**config.mk**
```make
export PLATFORM = sky130hd
export DESIGN_NAME = mem_issue_ctrl
export DESIGN_NICKNAME = d
export VERILOG_FILES = /design/src/rtl/mem_issue_ctrl.sv
export SDC_FILE = /design/constraint.sdc
export NUM_CORES = 1
export LEC_CHECK = 0
export BUFFER_PORTS_ARGS = -buffer_cell sky130_fd_sc_hd__buf_2
export CAP_MARGIN = 20
export CORE_UTILIZATION = 40
export CTS_CLUSTER_DIAMETER = 60
export DETAILED_ROUTE_END_ITERATION = 10
export GPL_TIMING_DRIVEN = 0
export PLACE_DENSITY = 0.67
export SLEW_MARGIN = 0
export SYNTH_ARGS = -nofsm -noshare
export SYNTH_HDL_FRONTEND = slang
export SYNTH_SLANG_ARGS = --single-unit
export TNS_END_PERCENT = 5
```
**constraint.sdc**
```tcl
create_clock -name clk -period 3.3 [get_ports clk]
set_clock_uncertainty 0.15 [all_clocks]
set_input_delay 0.33 -clock clk [delete_from_list [all_inputs] [get_ports clk]]
set_output_delay 0.33 -clock clk [all_outputs]
set_load 0.02 [all_outputs]
```
**src/rtl/mem_issue_ctrl.sv**
```systemverilog
// mem_issue_ctrl: single-outstanding load/store sequencer onto the data cache; optional MISALIGN_TRAP_EN traps misaligned accesses
module mem_issue_ctrl #(
  parameter int ROB_ID_W = 5
) (
  input  logic                clk,
  input  logic                rst,
  input  logic                issue_valid,
  input  logic                issue_store,
  input  logic [2:0]          issue_funct3,
  input  logic [31:0]         issue_rs1_v,
  input  logic [31:0]         issue_rs2_v,
  input  logic [31:0]         issue_imm,
  input  logic [ROB_ID_W-1:0] issue_rob_id,
  input  logic                flush,
  output logic                in_flight_mem,
  output logic [31:0]         dmem_addr,
  output logic [3:0]          dmem_rmask,
  output logic [3:0]          dmem_wmask,
  output logic [31:0]         dmem_wdata,
  input  logic [31:0]         dmem_rdata,
  input  logic                dmem_resp,
  output logic                cdb_valid,
  output logic [ROB_ID_W-1:0] cdb_rob_id,
  output logic [31:0]         cdb_data,
  output logic                cdb_exc
);
  typedef enum logic [1:0] {IDLE, REQ, WB} state_t;
  state_t      state;
  logic [1:0]  off;
  logic [2:0]  f3;
  logic        st, fl, wb_valid;
  logic [31:0] ea, sh, ld;
  logic [1:0]  size;
  logic [3:0]  mask;
  logic        misal;
  assign in_flight_mem = state != IDLE;
  // A flush landing in the writeback cycle still kills the result.
  assign cdb_valid = wb_valid & ~flush;
  // Address generation, access size (illegal encodings fall back to word) and lane mask.
  always_comb begin
    ea   = issue_rs1_v + issue_imm;
    size = (issue_funct3[1] | (issue_store & issue_funct3[2])) ? 2'd2 : {1'b0, issue_funct3[0]};
    mask = (size == 2'd0 ? 4'b0001 : size == 2'd1 ? 4'b0011 : 4'b1111) << ea[1:0];
`ifdef MISALIGN_TRAP_EN
    misal = (size == 2'd1 && ea[0]) || (size == 2'd2 && ea[1:0] != 2'b00);
`else
    misal = 1'b0;
`endif
  end
  // Load result: shift selected lanes down, then sign/zero extend by funct3.
  always_comb begin
    sh = dmem_rdata >> {off, 3'b000};
    ld = f3[1] ? sh
       : f3[0] ? {{16{sh[15] & ~f3[2]}}, sh[15:0]}
       : {{24{sh[7] & ~f3[2]}}, sh[7:0]};
  end
  // IDLE -> REQ -> WB -> IDLE sequencer with registered cache and writeback outputs.
  always_ff @(posedge clk or negedge rst) begin
    if (!rst) begin
      state      <= IDLE;
      off        <= '0;
      f3         <= '0;
      st         <= 1'b0;
      fl         <= 1'b0;
      wb_valid   <= 1'b0;
      dmem_addr  <= '0;
      dmem_rmask <= '0;
      dmem_wmask <= '0;
      dmem_wdata <= '0;
      cdb_rob_id <= '0;
      cdb_data   <= '0;
      cdb_exc    <= 1'b0;
    end else begin
      case (state)
        IDLE: if (issue_valid && !flush) begin
          off        <= ea[1:0];
          f3         <= issue_funct3;
          st         <= issue_store;
          fl         <= 1'b0;
          cdb_rob_id <= issue_rob_id;
          cdb_exc    <= misal;
          if (misal) begin
            state    <= WB;
            wb_valid <= 1'b1;
            cdb_data <= ea;
          end else begin
            state      <= REQ;
            dmem_addr  <= {ea[31:2], 2'b00};
            dmem_rmask <= issue_store ? 4'b0000 : mask;
            dmem_wmask <= issue_store ? mask : 4'b0000;
            dmem_wdata <= issue_rs2_v << {ea[1:0], 3'b000};
          end
        end
        REQ: if (dmem_resp) begin
          dmem_rmask <= '0;
          dmem_wmask <= '0;
          if (fl || flush) state <= IDLE;
          else begin
            state    <= WB;
            wb_valid <= 1'b1;
            cdb_data <= st ? 32'h0 : ld;
          end
        end else if (flush) fl <= 1'b1;
        default: begin
          state    <= IDLE;
          wb_valid <= 1'b0;
          cdb_exc  <= 1'b0;
        end
      endcase
    end
  end
endmodule

```
# Yosys cells after proc, flatten, opt, wreduce, memory -nomap -nowiden
# Index checks and enable logic that the tools add are counted.
# op_classes
addsub,1
n_eq_ne,7
n_shift,3
muxes,25
bitwise_logic,10
reduce_logical,14
# ops
cell,n
$mux 32,3
$add 32x32->32,1
$shl 32x5->32,1
$shr 32x5->32,1
$mux 4,7
$pmux 4 s2,2
$ne 2x2->1 const B,5
$reduce_and 3->1,3
$mux 2,4
$pmux 1 s2,3
$reduce_and 2->1,3
$mux 1,5
$not 1->1,5
$and 1x1->1,4
$eq 2x1->1 const B,2
$logic_not 2->1,2
$pmux 2 s2,1
$reduce_and 4->1,1
$reduce_bool 2->1,2
$shl 4x2->4,1
$logic_and 1x1->1,1
$logic_not 1->1,1
$logic_or 1x1->1,1
$or 1x1->1,1
# totals
regBits,118
elab_cells,73

# Depth between registers and ports, before layout
# logic_depth
ltp_word,10
ltp_mapped,10

# Worst setup path after synthesis
# OpenSTA, ideal clock, no wires.
# synth_path
path_type,input to register
from,in issue_rs1_v[0]
to,reg dmem_addr[28]
setup_ps,132
t_arrival_ps,2300
required_time_ps,3018
slack_ps,718
stages,10
path_buffers,0
cell_sequence,ha_1 fa_1 a21oi_1 o211ai_1 a211oi_1 a211oi_1 o41ai_2 o21ai_1 xnor2_1 o21ai_1
# synth_via
elab_chain_cells,1
# synth_rtl
element,line_no,text
from (decl),10,"input logic [31:0] issue_rs1_v,"
$add 32x32->32,41,ea = issue_rs1_v + issue_imm;
to (signal assigned),88,"dmem_addr <= {ea[31:2], 2'b00};"
to (decl),16,"output logic [31:0] dmem_addr,"
# Every way passes these cells.
# A chain may end at the register's enable or synchronous reset.

# Worst setup path in the final report
# layout_path
from,reg state[1]
to,reg state[0]
# layout_via
elab_chain_cells,3
word_cells_on_any_way,6
# layout_rtl
element,line_no,text
from (decl),28,state_t state;
from (signal assigned),60,state <= IDLE;
from (signal assigned),83,state <= WB;
from (signal assigned),87,state <= REQ;
$eq 2x1->1 / $logic_not 2->1 (equally long branches),74,case (state)
$ne 2x2->1 (no source line),n/a,
$reduce_and 2->1 (no source line),n/a,
# Parallel ways exist; a longest one is shown, timed or not.

==> out/qor.yml <==
run_status:
  status: "complete, no violations"
floorplan:
  die_y_um: 134
  die_area_sq_um: 17900
  start_util: 0.415
  core_area_sq_um: 16800
  die_w_um: 134
  rows: 47
  io_pins: 254
sta:
  tns_ns: 0
  fmax_mhz: 360
  drv_slew: 0
  finalSetupViolCount: 0
  worst_pin_slew_ns: 0.724
  max-slew-margin-rel: 0.515
  hold_viol: 0
  period_needed_ns: 2.77
  rsz0062_at_grt: "no"
  min_period_over_period: 0.841
synthesis:
  synth_compound_area_frac: 0.229
  synth_xor_area_frac: 0.0365
  synthesis.area_sq_um: 6960
  synth_cell_type_count: 54
  ys.flop_type: "dfrtp_1"
  yosys_warnings: 0
  syn_inst: 786
  synth_seq_cells: 117
  synth_fa_ha_area_frac: 0.0586
  muxShareOfSynthArea: 0.0460
  synth_edf_count: 0
  avgSynthCellArea_sq_um: 8.85
  synth-simple-area-share: 0.174
  async_reset_ff_frac: 1.00
  yosysSeqAreaShare: 0.421
  synth_top_family_by_area: "compound AO/OA/AOI/OAI gates"
global_route:
  antenna_found_initial: 0
  overflow: 0
  grt_max_degree: 88
  grt_pass1_vias: 6650
  grt_pass1_wl_um: 33900
  grtUsageTotal: 0.241
worst_setup_path:
  required_ns: 3.41
  reg2reg_depth: 7
  rr_startpoint: "state[1]$_DFFE_PN0P_"
  critPathMaxStageDelay_ns: 0.52
  critPathMaxFanout: 10
  slowest_stage: "clkbuf_1"
  critPathArrivalTime_ns: 2.88
  timing.rr.end: "state[0]$_DFFE_PN0P_"
  critPathCaptureType: "register"
  r2r_slack_ns: 0.53
  crit_chain: "nor2_1, nand2_1, or2_1, clkbuf_1, clkbuf_1, clkbuf_1, o21ai_0"
  timing.critical_path.mode_cell: "clkbuf_1"
  path_class: "register to register"
  start_kind: "register"
final_layout:
  fin_cells: 1299
  nFillCells: 1574
  nets: 1240
  area_growth_pct: 33.2
  n_antenna_cell: 0
  stdcell_area_sq_um: 9270
  final_util: 0.553
  drive_above_1_share: 0.275
power:
  internal-power_mw: 4.20
  ir_drop_mv: 0.445
  p_sw_frac: 0.368
  p_sw_mw: 2.45
  clockPowerShare: 0.309
  cellPowerDensity_nw_per_um2: 717
  leakage_nw: 4.78
  p_comb_frac: 0.371
  seqPwrFrac: 0.320
min_path:
  hold_path_end: "f3[0]$_DFFE_PN0P_"
  min_from: "issue_funct3[0]"
  min-delay-path-class: "input port to register"
  hold_depth: 3
drt:
  via_count: 6827
  post_drt_wl_per_cell_um: 16.3
  ant_nets: 0
  drc_errors: 0
  wl_um: 21100
  dr.pass1.iters: 5
  via_per_inst: 5.26
  drtIter0Drc: 371
clocking:
  clock_latency_ns: 0.41
  cts_sinks: 117
  ctsHoldBuffers: 9
  htree_levels: 4
  cts_buffers: 17
  cts_resized: 0
  cts_root_buf: "clkbuf_16"
  cts_tree: "done"
  postCtsSetupRepairBufs: 0
  path_clk_slew_ns: 0.05
  clockBufferDepth: 2
placement:
  dp.cells: 1258
  dpl_cell_area_sq_um: 8520
  place_hpwl_um: 16600
  portBuffers: 249
  routabilityCongestion: 0.903
flow_run:
  drv_cap: 0
-- metrics by stage --
step / hold slack, ns / setup WS (ns) / total power [mW]
after floorplan: -0.116 / 0.718 / 3.69
after global placement: 0.300 / 0.148 / 4.57
after detailed placement: 0.0807 / 0.145 / 4.61
after CTS: 0.000166 / 0.567 / 6.70
after global routing: 0.0155 / 0.324 / 7.02
final: 0.0189 / 0.525 / 6.64
-- sequential cells by signal, summed over array words and instances, names as in the netlist --
signal / cells
off: 2
dmem_wdata: 32
dmem_wmask: 4
fl: 1
f3: 3
cdb_data: 32
st: 1
dmem_rmask: 4
wb_valid: 1
cdb_rob_id: 5
state: 2
dmem_addr: 30
-- per-layer routing --
layer | global-route usage | up-vias | part of all wire
li1 | - | 3349 | -
met3 | 0.0495 | 32 | 0.063
met5 | 0 | - | 0
met1 | 0.301 | 3216 | 0.43
met2 | 0.413 | 230 | 0.49
met4 | 0.0865 | 0 | 0.020
-- layout by cell type (no fill, tap or decap), types with 3 or more instances in the layout --
master,instances
o21ai_1,21
a211o_1,7
nand2b_1,4
nor2_1,39
xor2_1,14
o21a_1,3
a32o_1,10
o21bai_1,7
xnor2_1,15
ha_1,31
o31ai_1,18
nor2b_1,23
buf_4,3
o21ai_0,46
and4_1,3
bufinv_16,5
nand3_1,16
clkbuf_8,4
dfrtp_1,117
buf_2,252
a211oi_1,21
clkbuf_16,17
a21o_1,17
a21oi_1,48
and3_1,3
inv_1,7
conb_1,3
a22o_1,20
buf_1,6
clkbuf_1,40
nand2_1,182
mux2i_1,32
nand4_1,3
dlygate4sd3_1,9
-- worst max-delay path, delay by kind of cell (launching register included) --
| kind | cells | cell delay (ns) |
|---|---|---|
| buf+inv | 3 | 1.47 |
| flops | 1 | 0.43 |
| simple gates | 3 | 0.39 |
| compound gates | 1 | 0.18 |
-- power groups by stage --
| stage | clock network (mW) | logic, mW | registers, mW |
|---|---|---|---|
| 2_1_floorplan | 0 | 1.05 | 2.64 |
| 3_3_place_gp | 0 | 2.43 | 2.14 |
| 3_5_place_dp | 0 | 2.47 | 2.14 |
| 4_1_cts | 2.08 | 2.49 | 2.13 |
| 5_1_grt | 2.15 | 2.69 | 2.18 |
| 6_report | 2.05 | 2.47 | 2.13 |
-- cell families (layout without fill, tap and decap cells) --
family,after synthesis,count (layout)
adder cells (fa/ha/maj),32,32
buffers and inverters,58,349
flip-flops,117,117
multiplexers,32,32
AO/OA/AOI/OAI,235,235
XOR/XNOR,29,29
other,1,3
AND/OR/NAND/NOR,282,282
-- cells in the mapped netlist, types with 10 or more instances --
cell	n	share of area
a211oi_1	21	0.023
a21o_1	17	0.018
a21oi_1	48	0.035
a32o_1	10	0.014
o31ai_1	18	0.019
ha_1	31	0.056
nand3_1	16	0.012
xor2_1	14	0.018
nor2b_1	23	0.021
a22o_1	20	0.025
nor2_1	39	0.021
clkbuf_1	37	0.020
xnor2_1	15	0.019
dfrtp_1	117	0.42
o21ai_0	46	0.033
mux2i_1	32	0.046
nand2_1	182	0.098
o21ai_1	21	0.015
-- worst max-delay path by stage --
stage	startpoint	end	slack (ns)	cells after the start
floorplan	issue_rs1_v[0]	dmem_addr[28]$_DFFE_PN0P_	0.72	10
global placement	issue_rs1_v[0]	dmem_addr[28]$_DFFE_PN0P_	0.15	11
detailed placement	issue_rs1_v[0]	dmem_addr[28]$_DFFE_PN0P_	0.15	11
CTS	state[1]$_DFFE_PN0P_	state[0]$_DFFE_PN0P_	0.57	7
global route	state[1]$_DFFE_PN0P_	state[0]$_DFFE_PN0P_	0.32	7
finish	state[1]$_DFFE_PN0P_	state[0]$_DFFE_PN0P_	0.53	7
-- layout make-up --
| type | instances | area, sq um | share of cell area |
|---|---|---|---|
| well taps | 220 | 275 | 0.0297 |
| flip-flops and latches | 117 | 2930 | 0.316 |
| clock buffers | 24 | 492 | 0.0530 |
| plain buffers | 51 | 215 | 0.0232 |
| clock inverters | 8 | 169 | 0.0182 |
| repair buffers | 259 | 1370 | 0.148 |
| inverters | 7 | 26.3 | 0.00283 |
| multi-input cells | 613 | 3800 | 0.410 |
No activity file was read; power rests on OpenSTA's default activity.
